===== config.mk =====
export PLATFORM = sky130hd
export DESIGN_NAME = mem_access_unit
export DESIGN_NICKNAME = d
export VERILOG_FILES = /design/src/rtl/mem_pkg.sv /design/src/rtl/mem_byte_lane.sv /design/src/rtl/mem_access_unit.sv
export SDC_FILE = /design/constraint.sdc
export NUM_CORES = 1
export LEC_CHECK = 0
export CORE_MARGIN = 4
export CORE_UTILIZATION = 50
export CTS_CLUSTER_SIZE = 12
export DETAILED_ROUTE_END_ITERATION = 7
export DONT_BUFFER_PORTS = 1
export HOLD_SLACK_MARGIN = 0.12
export PLACE_DENSITY = 0.62
export SLEW_MARGIN = 40
export SYNTH_ARGS = -nofsm -noshare
export SYNTH_HDL_FRONTEND = slang
export SYNTH_HIERARCHICAL = 1
export SYNTH_SLANG_ARGS = --single-unit
export TNS_END_PERCENT = 10

===== constraint.sdc =====
create_clock -name i_clk -period 4.7 [get_ports i_clk]
set_input_delay 0.235 -clock i_clk [delete_from_list [all_inputs] [get_ports i_clk]]
set_output_delay 0.235 -clock i_clk [all_outputs]
set_load 0.01 [all_outputs]

===== src/rtl/mem_pkg.sv =====
`default_nettype none
// +--------------------------------------------------------------------------+
// | mem_pkg : FSM states and RISC-V load/store width codes for the unit.     |
// | Rev 1.0                                                                  |
// +--------------------------------------------------------------------------+
package mem_pkg;

  typedef enum logic [2:0] {
    ST_IDLE    = 3'd0,
    ST_RD      = 3'd1,
    ST_RD_WAIT = 3'd2,
    ST_WR      = 3'd3,
    ST_RESP    = 3'd4
  } state_t;

  localparam logic [2:0] F3_B  = 3'b000;
  localparam logic [2:0] F3_H  = 3'b001;
  localparam logic [2:0] F3_W  = 3'b010;
  localparam logic [2:0] F3_BU = 3'b100;
  localparam logic [2:0] F3_HU = 3'b101;

  localparam logic [1:0] SZ_BYTE = 2'b00;
  localparam logic [1:0] SZ_HALF = 2'b01;
  localparam logic [1:0] SZ_WORD = 2'b10;

  // Misaligned halfword/word accesses and unused width codes are rejected.
  function automatic logic req_err(input logic [2:0] funct3, input logic [1:0] offset);
    logic err;
    case (funct3)
      F3_B, F3_BU: err = 1'b0;
      F3_H, F3_HU: err = offset[0];
      F3_W:        err = (offset != 2'b00);
      default:     err = 1'b1;
    endcase
    return err;
  endfunction

endpackage
`default_nettype wire


===== src/rtl/mem_byte_lane.sv =====
`default_nettype none
// +--------------------------------------------------------------------------+
// | mem_byte_lane : load lane extraction/extension and store lane merging.   |
// | Rev 1.0                                                                  |
// +--------------------------------------------------------------------------+
module mem_byte_lane
  import mem_pkg::*;
(
  input  logic [2:0]  funct3,
  input  logic [1:0]  offset,
  input  logic [31:0] rdata,
  input  logic [31:0] wdata,
  output logic [31:0] load_data,
  output logic [31:0] merged
);

  logic [7:0]  byte_sel;
  logic [15:0] half_sel;

  always_comb begin
    byte_sel = rdata[{offset, 3'b000} +: 8];
    half_sel = offset[1] ? rdata[31:16] : rdata[15:0];

    load_data = rdata;
    case (funct3)
      F3_B:    load_data = {{24{byte_sel[7]}}, byte_sel};
      F3_BU:   load_data = {24'h0, byte_sel};
      F3_H:    load_data = {{16{half_sel[15]}}, half_sel};
      F3_HU:   load_data = {16'h0, half_sel};
      default: load_data = rdata;
    endcase

    merged = rdata;
    case (funct3[1:0])
      SZ_BYTE: merged[{offset, 3'b000} +: 8] = wdata[7:0];
      SZ_HALF: begin
        if (offset[1]) merged[31:16] = wdata[15:0];
        else           merged[15:0]  = wdata[15:0];
      end
      default: merged = wdata;
    endcase
  end

endmodule
`default_nettype wire


===== src/rtl/mem_access_unit.sv =====
`default_nettype none
// +--------------------------------------------------------------------------+
// | mem_access_unit : byte/half/word load-store bridge to a 1-cycle RAM.     |
// | Rev 1.0                                                                  |
// +--------------------------------------------------------------------------+
module mem_access_unit
  import mem_pkg::*;
#(
  parameter int DEPTH      = 2**16,
  parameter int DATA_WIDTH = 32
) (
  input  logic                     i_clk,
  input  logic                     i_rst_n,
  input  logic                     i_req_valid,
  output logic                     o_req_ready,
  input  logic                     i_req_we,
  input  logic [2:0]               i_req_funct3,
  input  logic [31:0]              i_req_addr,
  input  logic [DATA_WIDTH-1:0]    i_req_wdata,
  output logic                     o_rsp_valid,
  output logic [DATA_WIDTH-1:0]    o_rdata,
  output logic                     o_err,
  output logic                     o_ram_en,
  output logic                     o_ram_we,
  output logic [$clog2(DEPTH)-1:0] o_ram_addr,
  output logic [DATA_WIDTH-1:0]    o_ram_wdata,
  input  logic [DATA_WIDTH-1:0]    i_ram_rdata
);

  localparam int AW = $clog2(DEPTH);

  state_t            state, next_state;
  logic              accept;
  logic              new_err;
  logic              req_we;
  logic [2:0]        req_funct3;
  logic [AW-1:0]     req_addr;
  logic [1:0]        req_off;
  logic [31:0]       req_wdata;
  logic [31:0]       ram_word;
  logic [31:0]       rsp_data;
  logic              rsp_err;
  logic [31:0]       lane_load;
  logic [31:0]       lane_merged;
  logic              unused_addr_bits;

  assign unused_addr_bits = &{1'b0, i_req_addr[31:AW+2]};

  assign accept  = i_req_valid && (state == ST_IDLE);
  assign new_err = req_err(i_req_funct3, i_req_addr[1:0]);

  always_ff @(posedge i_clk or negedge i_rst_n) begin
    if (!i_rst_n) state <= ST_IDLE;
    else          state <= next_state;
  end

  always_comb begin
    next_state = state;
    case (state)
      ST_IDLE: begin
        if (i_req_valid) begin
          if (new_err)                                      next_state = ST_RESP;
          else if (i_req_we && i_req_funct3[1:0] == SZ_WORD) next_state = ST_WR;
          else                                              next_state = ST_RD;
        end
      end
      ST_RD:      next_state = ST_RD_WAIT;
      ST_RD_WAIT: next_state = req_we ? ST_WR : ST_RESP;
      ST_WR:      next_state = ST_RESP;
      ST_RESP:    next_state = ST_IDLE;
      default:    next_state = ST_IDLE;
    endcase
  end

  // ram_word carries the full store word for SW and the merged word for SB/SH.
  always_ff @(posedge i_clk or negedge i_rst_n) begin
    if (!i_rst_n) begin
      req_we     <= 1'b0;
      req_funct3 <= 3'b000;
      req_addr   <= '0;
      req_off    <= 2'b00;
      req_wdata  <= 32'h0;
      ram_word   <= 32'h0;
      rsp_data   <= 32'h0;
      rsp_err    <= 1'b0;
    end else if (accept) begin
      req_we     <= i_req_we;
      req_funct3 <= i_req_funct3;
      req_addr   <= i_req_addr[AW+1:2];
      req_off    <= i_req_addr[1:0];
      req_wdata  <= i_req_wdata;
      ram_word   <= i_req_wdata;
      rsp_data   <= 32'h0;
      rsp_err    <= new_err;
    end else if (state == ST_RD_WAIT) begin
      if (req_we) ram_word <= lane_merged;
      else        rsp_data <= lane_load;
    end
  end

  mem_byte_lane u_lane (
    .funct3    (req_funct3),
    .offset    (req_off),
    .rdata     (i_ram_rdata),
    .wdata     (req_wdata),
    .load_data (lane_load),
    .merged    (lane_merged)
  );

  assign o_req_ready = (state == ST_IDLE);
  assign o_rsp_valid = (state == ST_RESP);
  assign o_err       = (state == ST_RESP) && rsp_err;
  assign o_rdata     = (state == ST_RESP) ? rsp_data : 32'h0;
  assign o_ram_en    = (state == ST_RD) || (state == ST_WR);
  assign o_ram_we    = (state == ST_WR);
  assign o_ram_addr  = req_addr;
  assign o_ram_wdata = ram_word;

endmodule
`default_nettype wire

# Word level (Yosys, flattened, before mapping)
# Cells that the tools add are included.
# totals
word_cells	62
inputBits	103
ff_bits	122
output_inout_bits	85
# op_classes
n_eq_ne	15
n_reduce_logical	15
shifts	3
muxes	19
addsub	1
# ops
op	count
$mux 32	7
$pmux 32 s4	1
$pmux 32 s2	1
$mux 16	3
$bwmux 32	1
$shift 8x7->32 const A	1
$shiftx 32x6->8	1
$shiftx 8x7->32	1
$eq 3x3->1 const B	5
$pmux 3 s4	1
$eq 3x1->1 const B	3
$eq 3x2->1 const B	3
$logic_not 3->1	3
$mux 3	3
$neg 5->7	1
$reduce_bool 2->1	3
$ne 2x2->1 const B	2
$reduce_and 2->1	2
$reduce_or 2->1	2
$logic_and 1x1->1	3
$pmux 1 s3	1
$eq 2x1->1 const B	1
$eq 2x2->1 const B	1
$logic_not 2->1	1
2 further kinds	2

# Depth between registers and ports, before layout
# Gate-level depths: netlist of the first run.
# depth
depth_word	7
ltp_mapped	10
mapped_depth_nobuf	8

# Cells and area by module
# The synthesis of the first run kept the hierarchy.
# modules_own_cells
mod	cells_per_inst	area_per_inst_um2	instances
mem_access_unit	504	5208.7	1
mem_byte_lane	225	1591.5	1

# Worst setup path before layout of the first run
# OpenSTA, ideal clock, no wires.
# synth_path
path_type	reg2reg
start	register req_off[1]
end	register ram_word[24], in the netlist o_ram_wdata[24]
setup_slack_ns	2.607
path_stages_with_launch	10
setup_ns	0.078
path_buffers	2
period_less_slack_ns	2.093
arrival_ns	2.015
path_cell_list	dfrtp_1 buf_2 inv_2 buf_2 ha_1 nor4b_4 a21oi_1 o221ai_1 o22ai_2 a21oi_1
# synth_via
elab_chain_len	7
# synth_lines
item	line	text
start, declared	mem_access_unit.sv:38	logic [1:0] req_off;
start signal, assigned	mem_access_unit.sv:90	req_off <= i_req_addr[1:0];
$neg 5->7	mem_byte_lane.sv:35	SZ_BYTE: merged[{offset, 3'b000} +: 8] = wdata[7:0];
$shiftx 8x7->32 / $shift 8x7->32 (equally long branches)	mem_byte_lane.sv:35	
$bwmux 32	mem_byte_lane.sv:35	
$pmux 32 s2 *	mem_byte_lane.sv:34	case (funct3[1:0])
named net lane_merged[24]	mem_access_unit.sv:44	logic [31:0] lane_merged;
$mux 32 *	mem_access_unit.sv:96	if (req_we) ram_word <= lane_merged;
$mux 32 *	mem_access_unit.sv:95	end else if (state == ST_RD_WAIT) begin
$mux 32 *	mem_access_unit.sv:86	end else if (accept) begin
end signal, assigned	mem_access_unit.sv:92	ram_word <= i_req_wdata;
end signal, assigned	mem_access_unit.sv:96	
end, declared	mem_access_unit.sv:40	logic [31:0] ram_word;
# The timed path passes the listed nets; every way through them passes the cells marked *. The select of a mux whose other input is x is not followed.
# A chain may end at the register's enable or synchronous reset.

# Worst setup path after layout of the first run
# layout_path
start	register req_off[0]
end	register ram_word[24], in the netlist o_ram_wdata[24]
# layout_via
elab_chain_len	7
# layout_lines
item	line
$neg 5->7 *	mem_byte_lane.sv:35
$shiftx 8x7->32 / $shift 8x7->32 (equally long branches)	mem_byte_lane.sv:35
$bwmux 32 *	mem_byte_lane.sv:35
$pmux 32 s2 *	mem_byte_lane.sv:34
named net lane_merged[24]	mem_access_unit.sv:44
$mux 32 *	mem_access_unit.sv:96
$mux 32 *	mem_access_unit.sv:95
$mux 32 *	mem_access_unit.sv:86
# Marked as above.

==> results of run 1 <==
==> layer usage <==
layer,global-route usage [%],up-vias,share of wire [%]
met5,0,-,0.086
met4,8.96,2,2.1
met3,7.89,34,8.4
met2,40.3,286,47
met1,36.9,2865,42
li1,-,2649,-
==> registers in the layout (all words and copies together), names as in the netlist <==
| register | flops |
|---|---|
| rsp_data | 32 |
| req_off | 2 |
| o_ram_addr | 16 |
| req_we | 1 |
| req_wdata | 32 |
| o_ram_wdata | 32 |
| req_funct3 | 3 |
| rsp_err | 1 |
| state | 3 |
==> repair_timing <==
item                                   in CTS  in global routing
gates resized for setup                     0                  0
hold buffers                               80                  0
endpoints found under the hold margin     236                  0
setup endpoints to repair                   0                  0
==> cell usage after synthesis (3+ instances only) <==
library cell,count,area [sq um]
sky130_fd_sc_hd__o21ai_0,3,15.0
sky130_fd_sc_hd__buf_4,7,52.6
sky130_fd_sc_hd__inv_1,38,143
sky130_fd_sc_hd__a22o_1,45,394
sky130_fd_sc_hd__dfrtp_1,122,3050
sky130_fd_sc_hd__nor3_1,6,30.0
sky130_fd_sc_hd__buf_6,6,67.6
sky130_fd_sc_hd__nand2_1,208,781
sky130_fd_sc_hd__o22ai_1,6,37.5
sky130_fd_sc_hd__nor2b_1,22,138
sky130_fd_sc_hd__a221oi_1,3,26.3
sky130_fd_sc_hd__clkbuf_1,18,67.6
sky130_fd_sc_hd__and3_1,8,50.1
sky130_fd_sc_hd__mux2i_1,17,170
sky130_fd_sc_hd__o22ai_2,33,413
sky130_fd_sc_hd__a211oi_1,3,22.5
sky130_fd_sc_hd__o221ai_1,8,70.1
sky130_fd_sc_hd__a221o_1,26,260
sky130_fd_sc_hd__ha_1,5,62.6
sky130_fd_sc_hd__and2_1,34,213
sky130_fd_sc_hd__buf_2,21,105
sky130_fd_sc_hd__a21oi_1,44,220
sky130_fd_sc_hd__nor2_1,12,45.0
==> how the worst min path moves through the flow <==
stage                         from        endpoint  cells after the start
floorplan                  i_rst_n   o_ram_addr[0]                      0
global placement           i_rst_n  o_ram_wdata[2]                      0
detailed placement         i_rst_n  o_ram_wdata[2]                      0
CTS                 i_ram_rdata[7]  o_ram_wdata[7]                      3
global route        i_ram_rdata[8]     rsp_data[8]                      2
finish              i_ram_rdata[8]     rsp_data[8]                      2
==> kinds of logic (layout without fill, tap and decap cells) <==
logic type      count (synthesis)  in the layout  share of synthesized area, %
buf+inv                        93            159                          6.64
fa+ha+maj                       5              5                         0.920
simple gates                  304            304                          20.6
compound gates                184            184                          23.5
flops                         122            122                          44.9
mux                            21             21                          3.44
==> area by class of cell <==
cell class | count | area, sq um
clock buffer | 25 | 505
inverter | 40 | 155
timing repair buffer | 87 | 883
fill | 1120 | 5010
clock inverter | 7 | 135
tap | 176 | 220
multi-input combinational | 514 | 3330
sequential | 122 | 3050
==> stage by stage <==
stage	instances	util [%]
4_1_cts	971	62.3
3_3_place_gp	858	51.1
3_5_place_dp	859	51.3
5_1_grt	971	62.3
2_1_floorplan	729	-
6_report	971	62.3
==> power groups by stage <==
stage               clock (W)  combinational (W)  sequential (W)
CTS                   0.00143            0.00252         0.00213
finish                0.00142            0.00255         0.00214
global placement            0            0.00232         0.00212
global route          0.00149            0.00280         0.00221
detailed placement          0            0.00241         0.00214
floorplan                   0            0.00214         0.00190
==> results list, run 1 <==
- Die Height: 125 um
* Peak ir drop on the vdd network: 0.421 mV
- Routability cong.: 0.876
- Data on the critical path is required at its endpoint by 5.04 ns.
* Area enclosed by the die boundary: 0.0155 sq mm
* Worst path depth: 7
- Power share of the clock group: 23.3%
* Number of clock sinks: 122
- TritonCTS clock tree: built
* Setup repair after global routing missed its margin: false
- Counting both buffers and inverters, the worst setup path holds a total of 1.
* Pwr Density: 737 mW/mm^2
- The clock period could shrink to 2.64 ns.
* Slew @ Worst Pin: 0.766 ns
- The worst path meets setup with 2.06 ns of slack.
* Proportion of register bits with asynchronous set or reset after synthesis: 100%
* Maximum number of pins on one net before global-route repair: 123
- Maximum fanout count along the critical path: 15
* Warnings from Yosys: 6
- Area of all placed cells without fillers: 0.00828 sq mm
- Vias in the first global route: 5734
- The final number of hold-violating endpoints came to 0.
- Crit Reg-Reg Endpoint: o_ram_wdata[24]
- The region available for standard cell placement spans 0.0133 sq mm.
- Mean instance size in the synthesized netlist: 9.33 sq um
- Std cell rows: 42
* Area growth from synthesis to layout: 21.8%
* Element type at the critical path start: flop
- The later pin in the worst-skew pair is clocked with a latency of 0.42 ns.
* Number of maximum-capacitance violations: 0
- Summed over all layers, the routed wires come to 20800 um.
* Critical path cell sequence: inv_6 > ha_1 > nor4b_4 > a21oi_1 > o221ai_1 > o22ai_2 > a21oi_1
- Final setup violating endpoints: 0
* Outcome: completed
- Number of port buffers: 0
- The most used flip-flop cell after synthesis is sky130_fd_sc_hd__dfrtp_1.
- Count of distinct cell types in the synthesized netlist: 53
* Placement Setup Slack: 2.15 ns
* Worst-case reg-to-reg path depth: 7
- Delay-heaviest family, CP: flip-flops
- Overall via count from detail_route: 5836
- After the last flow step, the layout net total stands at 890.
- Clock-pin slew was measured on the worst setup and hold paths at 0.06 ns.
- The design draws 0.00611 W.
- Worst Hold Slack: 0.135 ns
- Switching component of the power: 0.00255 W
- CP startpoint: req_off[0]
- The share of total power dissipated in combinational logic is 41.7%.
- The most critical setup path has its endpoint at o_ram_wdata[24].
* Level count of the clock H-tree: 4
* Highest cell delay on the worst timing path: 0.81 ns
- Synth Net Count: 837
- After detailed routing, the average wire length per cell comes to 21.4 um.
* Slowest stage cell on the critical path: sky130_fd_sc_hd__dfrtp_1
* Maximum clock skew at final layout: 0.00842 ns
* Kind of capture point of the worst setup path: flop
* Fraction of final layout cells with drive strength greater than 1: 11.7%
- After technology mapping, the gate count stands at 729.
- GRT Util Overall: 26.7%
- Leading cell type in the layout, fill and taps excluded: sky130_fd_sc_hd__nand2_1
* Number of flip-flops and latches in the synthesized netlist: 122
- Crit Path Class: flop to flop
* N_diodes: 0
- Buffers from clock root to sink, at most: 2
- Antenna violations before repair: 1
* Sw frac: 41.8%
- The startpoint identified for the worst register-to-register timing path is req_off[0].
* Number of nets with antenna violations after detailed routing: 0
* CTS Buf Count: 17
- Worst min-delay path class: input pin to flop
- Crit path DAT: 2.98 ns
- Tcrit/Tclk final: 56.2%
- DP Area: 0.00682 sq mm
- The first global-routing pass estimated 33100 um of wire.
- Cell-internal power: 0.00355 W
- Count of unresolved DRC violations after routing: 0
* Final setup TNS: 0 ns
* Proportion of synthesized chip area in sequential cells: 44.9%
- Setup slack of the worst register-to-register path: 2.06 ns
* Max transition margin: 48.9%
- For this run the aggregate overflow at the end of global routing stands at 0.
- Timing would allow up to 379 MHz.
- Part of the power in registers: 35.0%
- The cell area that synthesis handed to floorplanning was 0.00680 sq mm.
- After legalization and detailed placement, the total HPWL measured 13600 um.
- Io pins: 188
- The number of max-slew violations in the final report was 0.
- Counting flops with a built-in enable in the synthesized netlist gives 0.
* Die X-Extent: 125 um
- Number of DRC markers in iteration 0: 492
- After clock tree synthesis, the setup repair step added 0 buffers.
- Root Buffer Master: sky130_fd_sc_hd__clkbuf_16
* Critical path's most frequent cell: sky130_fd_sc_hd__a21oi_1
- For this design the static power due to leakage is 3.94 nW.
- Number of optimization iterations in the first detailed-route pass: 6
* Top library cells by usage in the layout, fill and taps aside: sky130_fd_sc_hd__nand2_1 (208), sky130_fd_sc_hd__dfrtp_1 (122), sky130_fd_sc_hd__dlygate4sd3_1 (79)
* Initial Util: 51.1%
- Routed vias/inst: 6.01
No activity file was read; power rests on OpenSTA's default activity.
==> inputs of run 2 (changes only) <==
Clock period 4.7 ns to 2.7 ns, I/O delays scaled along.
==> results list, run 2 (synthesized netlist as in run 1, its figures left out) <==
* Final setup violating endpoints: 0 (unchanged)
* Required time at the worst-slack endpoint: 3.05 ns (-1.99 ns)
* Overall via count from detail_route: 5820 (-0.27%)
- The number of buffers inserted by port buffering is 0 (unchanged).
* Post-DP HPWL: 13900 um (+2.0%)
- TritonCTS built the clock tree.
* Io pins: 188 (unchanged)
- Final-report max-slew violation count: 0 (unchanged)
- The critical-path maximum fanout was 14 (-1).
- The first-pass iteration count of the detailed router is 5 (-1).
* Die X-Extent: 125 um (unchanged)
- Post-layout min period: 2.26 ns (-0.384 ns)
* Setup repair after global routing missed its margin: false
* Critical path cell sequence: inv_2 > ha_1 > nor4b_4 > a21oi_1 > o221ai_1 > o22ai_2 > a21oi_1
* Count of final hold-check violations: 122 (+122)
- Highest cell delay on the worst timing path: 0.50 ns (-0.31 ns)
- Among cell families on the critical path, the largest total delay comes from compound AO/OA/AOI/OAI gates.
- The run finished, with violations left.
- CTS placed an instance of sky130_fd_sc_hd__clkbuf_16 at the clock tree root.
- Worst Hold Slack: -0.597 ns (-0.731 ns)
- The summed negative setup slack over all endpoints is 0 ns (unchanged).
- Clock slew at reported path FFs: 0.06 ns (about the same)
- The maximum buffer depth of the clock tree is 2 (unchanged).
- N_diodes: 0 (unchanged)
- Relative to the synthesized area, the layout overhead comes to 22.6%.
- Leaving out fill and tap cells, the most frequent cell in the layout is sky130_fd_sc_hd__nand2_1.
- The maximum number of pins on one net before global-route repair is 123 (unchanged).
- The remaining global-route overflow is 0 (unchanged).
* Count of unresolved DRC violations after routing: 0 (unchanged)
* Antenna violations before repair: 0 (-1)
- GRT Util Overall: 27.8% (+1.1 points)
- The worst setup path is launched from a flop.
- Level count of the clock H-tree: 4 (unchanged)
- Core area: 0.0133 sq mm (unchanged)
- LEAKAGE: 3.96 nW (+0.54%)
* Slew @ Worst Pin: 0.776 ns (+0.00959 ns)
- The count of buffer and inverter cells on the critical path came to 1 (unchanged).
- Tcrit/Tclk final: 83.6% (+27 points)
* Routed vias/inst: 5.92 (-1.5%)
- Number of nets with antenna violations after detailed routing: 0 (unchanged)
- The first-pass GRT wire length was 34100 um (+3.2%).
- Violated checks: negative hold slack
- Initial Util: 51.1% (unchanged)
- The via count of the first global-routing pass came to 5818 (+1.5%).
- The largest voltage drop on the vdd net is 0.681 mV (+62%).
- The total length of routed met3 wires was 1570 um (-10%).
* Fraction of final layout cells with drive strength greater than 1: 12.4% (+0.69 points)
- The die boundary height was 125 um (unchanged).
- Number of DRC markers in iteration 0: 564 (+15%)
* Number of buffers inserted for hold repair after clock tree synthesis: 86 (+7.5%)
- The relative max-transition margin was 48.1% (-0.76 points).
- Post-route non-filler standard cell count: 983 (+1.2%)
* Number of maximum-capacitance violations: 0 (unchanged)
- Maximum clock skew at final layout: 0.0110 ns (+0.00263 ns)
- Routability cong.: 0.867 (-0.98%)
* Overall routed net length: 21400 um (+2.6%)
- Kind of capture point of the worst setup path: flop
* Count of instances resized after the clock tree is built: 0 (unchanged)
- Crit Path Class: flop to flop
- The wire length on met2 was 9800 um (+0.18%).
- The post-placement cell count came to 865 (+0.70%).
- Crit path DAT: 2.60 ns (-0.38 ns)
- The post-layout utilization of the core was 62.7% (+0.40 points).
* Total number of nets in the final design: 902 (+1.3%)
- The clock latency on the worst-skew pair is 0.43 ns (about the same).
* Worst min-delay path class: input pin to asynchronous set/reset pin
- Critical path's most frequent cell: sky130_fd_sc_hd__a21oi_1
- Area enclosed by the die boundary: 0.0155 sq mm (unchanged)
* Post-DR wirelength/cell: 21.7 um (+1.4%)
- The total power density per cell area was 1260 mW/mm^2 (+71%).
- The met1 wire length came to 9440 um (+6.9%).
- Number of clock sinks: 122 (unchanged)
- The number of buffers inserted by post-CTS setup repair came to 0 (unchanged).
- The total clock buffers created by CTS was 17 (unchanged).
* Max Fclk: 443 MHz (+17%)
- The slowest stage of the critical path is the sky130_fd_sc_hd__nor4b_4 cell.
- Top library cells by usage in the layout, fill and taps aside: sky130_fd_sc_hd__nand2_1 (208), sky130_fd_sc_hd__dfrtp_1 (122), sky130_fd_sc_hd__dlygate4sd3_1 (86)
- Std cell rows: 42 (unchanged)
* Highest metal used: met4
[run 2: cell types whose count changed in the layout (fill, tap and decap cells not counted), moves of 2 or more]
cell                            change
sky130_fd_sc_hd__clkinvlp_4         +3
sky130_fd_sc_hd__clkinv_4           +3
sky130_fd_sc_hd__inv_6              +2
sky130_fd_sc_hd__buf_4              +6
sky130_fd_sc_hd__clkbuf_1           -3
sky130_fd_sc_hd__clkbuf_8           -4
sky130_fd_sc_hd__dlygate4sd3_1      +7
[run 2: final timing paths]
check	start	cells past startpoint	slack [ns]	endpoint
min in group i_clk	i_ram_rdata[15]	3	0.13	o_ram_wdata[15]
worst max-delay path	req_off[1]	7	0.44	o_ram_wdata[27]
worst max register to register	req_off[1]	7	0.44	o_ram_wdata[27]
max in group asynchronous	i_rst_n	0	3.13	rsp_data[29]
worst min register to register	req_wdata[31]	2	0.48	req_wdata[31]
worst min-delay path	i_rst_n	0	-0.60	o_ram_wdata[2]
[run 2: area by class of cell]
cell class / instances / area, sq um
fill: 1101 / 4960
multi-input combinational: 514 / 3320
sequential: 122 / 3050
timing repair buffer: 99 / 971
clock buffer: 18 / 439
tap: 176 / 220
clock inverter: 14 / 171
inverter: 40 / 155
[run 2: through the flow]
step	hold slack (ns)	area [sq um]	total power, W	setup slack, ns
2_1_floorplan	-0.161	6800	0.00704	0.607
3_3_place_gp	-0.157	6860	0.00786	0.465
3_5_place_dp	-0.157	6860	0.00797	0.490
4_1_cts	-0.610	8330	0.0105	0.478
5_1_grt	-0.619	8330	0.0112	0.280
6_report	-0.597	8330	0.0105	0.443
[run 2: layer usage]
| metal | track usage (%) | vias up |
|---|---|---|
| met5 | 0 | - |
| met3 | 6.48 | 38 |
| li1 | - | 2682 |
| met2 | 42.5 | 291 |
| met4 | 10.9 | 0 |
| met1 | 38.4 | 2809 |
[run 2: power by group]
part,internal (W),switching [W],leakage [nW]
clock,0.00148,0.000881,0.293
sequential,0.00271,0.000951,1.51
combinational,0.00186,0.00265,2.16
total,0.00605,0.00449,3.96
==> inputs of run 3 (changes only) <==
Settings changed: ABC_AREA from default to 1.
Clock period 2.7 ns to 2.3 ns, I/O delays scaled along.
==> results list, run 3 <==
- Outcome: finished, violations left
- Violated checks: negative hold slack
* Maximum fanout count along the critical path: 31 (+17)
* Number of DRC markers in iteration 0: 705 (+25%)
- Power share of the clock group: 19.1% (-3.3 points)
- Slew @ Worst Pin: 0.570 ns (-0.206 ns)
- Final setup violating endpoints: 0 (unchanged)
- Highest cell delay on the worst timing path: 0.58 ns (+0.08 ns)
- The final routed DRC violation total is 0 (unchanged).
- The worst-case reg-to-reg path depth came to 9 (+2).
- The count of flip-flops with a built-in enable after synthesis came to 0 (unchanged).
* Number of clock sinks: 122 (unchanged)
- The number of library cell types mapped by synthesis came to 32 (-40%).
- The number of violations of the max-capacitance limit is 0 (unchanged).
- Final-report max-slew violation count: 0 (unchanged)
- The number of rows in the core area came to 45 (+7.1%).
* CTS Buf Count: 17 (unchanged)
- The mean cell area of the mapped netlist is 7.07 sq um (-24%).
- Crit Reg-Reg Endpoint: o_ram_wdata[15]
* Cell-internal power: 0.00694 W (+15%)
- The number of H-tree levels was 4 (unchanged).
* Core area: 0.0151 sq mm (+14%)
- The summed negative setup slack over all endpoints came to 0 ns (unchanged).
* Kind of capture point of the worst setup path: flop
* Post-layout min period: 2.11 ns (-0.145 ns)
* Worst Hold Slack: -0.610 ns (-0.0137 ns)
- Count of filler cells inserted in the layout: 1438 (+31%)
* Post-DR wirelength/cell: 17.3 um (-21%)
- The overall routed net length was 23400 um (+9.6%).
- The maximum number of pins on one net before global-route repair was 123 (unchanged).
- In the synthesized netlist, the cells that appear most often are sky130_fd_sc_hd__nand2_1 (464), sky130_fd_sc_hd__inv_1 (124), sky130_fd_sc_hd__dfrtp_1 (122), sky130_fd_sc_hd__o21ai_0 (67), sky130_fd_sc_hd__nor2_1 (63).
- The number of buffers inserted by port buffering was 0 (unchanged).
- The proportion of synthesized chip area in sequential cells is 39.6% (-5.3 points).
* GRT Util Overall: 26.8% (-0.98 points)
- The number of hold buffers added after CTS was 91 (+5.8%).
- Die X-Extent: 132 um (+6.0%)
- Count of final hold-check violations: 122 (unchanged)
- sky130_fd_sc_hd__nand2_1 is the most common cell in the netlist.
- The relative max-transition margin was 61.9% (+14 points).
- Tcrit/Tclk final: 91.8% (+8.2 points)
* Routed vias/inst: 5.35 (-9.6%)
- The proportion of register bits with asynchronous set or reset after synthesis came to 100% (unchanged).
- The root buffer cell chosen for the clock tree is sky130_fd_sc_hd__clkbuf_16.
* Post-route non-filler standard cell count: 1356 (+38%)
* Number of flip-flops and latches in the synthesized netlist: 122 (unchanged)
- Multi-input logic area: 0.00371 sq mm (+12%)
- Pwr Density: 1460 mW/mm^2 (+15%)
* Warnings from Yosys: 6 (unchanged)
- LEAKAGE: 4.71 nW (+19%)
- Buffers from clock root to sink, at most: 2 (unchanged)
- The synthesized instance count came to 1090 (+50%).
- Setup repair after global routing missed its margin: false
- Peak ir drop on the vdd network: 0.865 mV (+27%)
- The worst reg-to-reg setup slack was 0.19 ns (-0.26 ns).
- The die boundary height is 132 um (+6.0%).
* First-pass GRT wire length: 37300 um (+9.3%)
- The detailed placer's ending HPWL came to 15700 um (+14%).
* Synth Flop Type: sky130_fd_sc_hd__dfrtp_1
* Sw frac: 47.7% (+5.1 points)
- Vias in the first global route: 7048 (+21%)
- Overall via count from detail_route: 7261 (+25%)
- The slowest stage of the critical path is the sky130_fd_sc_hd__dlygate4sd3_1 cell.
- Sorting the synthesized cells by area gives the leading types as sky130_fd_sc_hd__dfrtp_1 (40%), sky130_fd_sc_hd__nand2_1 (23%), sky130_fd_sc_hd__inv_1 (6.0%), sky130_fd_sc_hd__o22ai_2 (4.9%), sky130_fd_sc_hd__o21ai_0 (4.4%).
* Clock latency on the worst-skew pair: 0.42 ns (about the same)
- Top library cells by usage in the layout, fill and taps aside: sky130_fd_sc_hd__nand2_1 (464), sky130_fd_sc_hd__inv_1 (124), sky130_fd_sc_hd__dfrtp_1 (121)
* Max Fclk: 473 MHz (+6.9%)
- Element type at the critical path start: flop
- Post-synthesis cell area: 0.00771 sq mm (+13%)
* Area occupied by registers: 0.00305 sq mm (about the same)
- Part of the power in registers: 31.1% (-3.6 points)
- Gate power share: 49.8% (+6.9 points)
* Share of Yosys cell area claimed by the top area cell type: 39.6% (-5.3 points)
* Switching component of the power: 0.00633 W (+41%)
- The global placement routability congestion is 0.953 (+9.9%).
* Worst min-delay path class: input pin to asynchronous set/reset pin
- The remaining global-route overflow is 0 (unchanged).
- The arrival time reported for the critical path endpoint was 2.47 ns (-0.13 ns).
* TritonCTS clock tree: built
- The post-placement cell count is 1234 (+43%).
- Fraction of final layout cells with drive strength greater than 1: 9.67% (-2.7 points)
* Area growth from synthesis to layout: 18.1%
- The full die area was 0.0175 sq mm (+12%).
* Number of optimization iterations in the first detailed-route pass: 5 (unchanged)
* Initial Util: 50.9% (-0.26 points)
* FF-to-FF Start: req_off[1]
- Maximum clock skew at final layout: 0.00790 ns (-0.00315 ns)
* N_diodes: 0 (unchanged)
- The critical path data required time was 2.66 ns (-0.39 ns).
- Total number of nets in the final design: 1264 (+40%)
- The post-layout utilization of the core was 60.1% (-2.6 points).
- By startpoint and endpoint, the worst setup path is classified as flop to flop.
- The largest total area in the synthesized netlist belongs to sky130_fd_sc_hd__dfrtp_1.
- The number of routed nets with antenna violations was 0 (unchanged).
- Leading cell type in the layout, fill and taps excluded: sky130_fd_sc_hd__nand2_1
* Synth Net Count: 1198 (+43%)
* Io pins: 188 (unchanged)
* Critical path cell sequence: inv_2 > buf_4 > o211ai_1 > dlygate4sd3_1 > nand3_1 > nand2_1 > o21ai_0 > nand2_1 > nand2_1
- Antenna violations before repair: 0 (unchanged)
- In this design, the critical path's most frequently occurring cell is sky130_fd_sc_hd__nand2_1.
- Clock slew at reported path FFs: 0.06 ns (about the same)
## run 3: cell count changes after synthesis, moves of 22 or more
| cell | previous run | this run |
|---|---|---|
| sky130_fd_sc_hd__and2_1 | 34 | 0 |
| sky130_fd_sc_hd__a21oi_1 | 44 | 22 |
| sky130_fd_sc_hd__nand3_1 | 1 | 54 |
| sky130_fd_sc_hd__nor2_1 | 12 | 63 |
| sky130_fd_sc_hd__a221o_1 | 26 | 0 |
| sky130_fd_sc_hd__nor2b_1 | 22 | 0 |
| sky130_fd_sc_hd__nand2_1 | 208 | 464 |
| sky130_fd_sc_hd__inv_1 | 38 | 124 |
| sky130_fd_sc_hd__o21ai_0 | 3 | 67 |
| sky130_fd_sc_hd__a22o_1 | 45 | 0 |
## run 3: cells by family (layout without fill, tap and decap cells)
logic type      count (synthesis)  after routing  share of synthesized area (%)
simple gates                  622            622                           33.9
buf+inv                       191            269                           12.2
compound gates                150            150                           13.5
flops                         122            122                           39.6
fa+ha+maj                       5              5                          0.812
## run 3: how the worst max path moves through the flow
| stage | slack [ns] | to | startpoint |
|---|---|---|---|
| 3_5_place_dp | 0.29 | o_ram_wdata[17] | req_off[1] |
| 5_1_grt | 0.02 | o_ram_wdata[19] | req_off[1] |
| 6_report | 0.19 | o_ram_wdata[15] | req_off[1] |
| 4_1_cts | 0.22 | o_ram_wdata[15] | req_off[1] |
| 2_1_floorplan | 0.33 | o_ram_wdata[16] | req_off[1] |
| 3_3_place_gp | 0.31 | o_ram_wdata[20] | req_off[1] |
## run 3: area by class of cell
| class | instances | area share [%] |
|---|---|---|
| Multi-Input combinational cell | 777 | 40.8 |
| Sequential cell | 122 | 33.6 |
| Timing Repair Buffer | 107 | 11.6 |
| Inverter | 131 | 5.43 |
| Clock buffer | 23 | 5.25 |
| Tap cell | 188 | 2.58 |
| Clock inverter | 8 | 0.770 |
## run 3: critical path: cells and delay by family, from the launching register on
kind,cells,cell delay (ns)
buffers and inverters,3,1.15
flip-flops,1,0.41
AO/OA/AOI/OAI,2,0.20
AND/OR/NAND/NOR,4,0.30
## run 3: power groups by stage
stage	Combinational (W)	Sequential, W	Clock [W]
global placement	0.00627	0.00413	0
floorplan	0.00552	0.00383	0
CTS	0.00657	0.00413	0.00258
detailed placement	0.00636	0.00414	0
finish	0.00660	0.00413	0.00253
global route	0.00750	0.00423	0.00268
## run 3: metal layers
metal / vias up / GRT usage (%) / routed length, um
li1: 3532 / - / -
met1: 3428 / 35.6 / 10000
met3: 36 / 6.68 / 1740
met5: - / 0 / 0
met4: 0 / 9.04 / 426
met2: 265 / 43.0 / 11200
## run 3: what timing repair did
item                       CTS  global route
setup endpoints to repair    0             0
resized for setup            0             0
setup buffers                0             0
hold endpoints to repair   244           122
## run 3: through the flow
| step | hold WS (ns) | area, sq um | setup WS (ns) | power, W |
|---|---|---|---|---|
| after floorplan | -0.181 | 7710 | 0.327 | 0.00936 |
| after global placement | -0.176 | 7640 | 0.306 | 0.0104 |
| after detailed placement | -0.175 | 7640 | 0.287 | 0.0105 |
| after CTS | -0.631 | 9100 | 0.215 | 0.0133 |
| after global routing | -0.633 | 9100 | 0.0197 | 0.0144 |
| final | -0.610 | 9100 | 0.188 | 0.0133 |
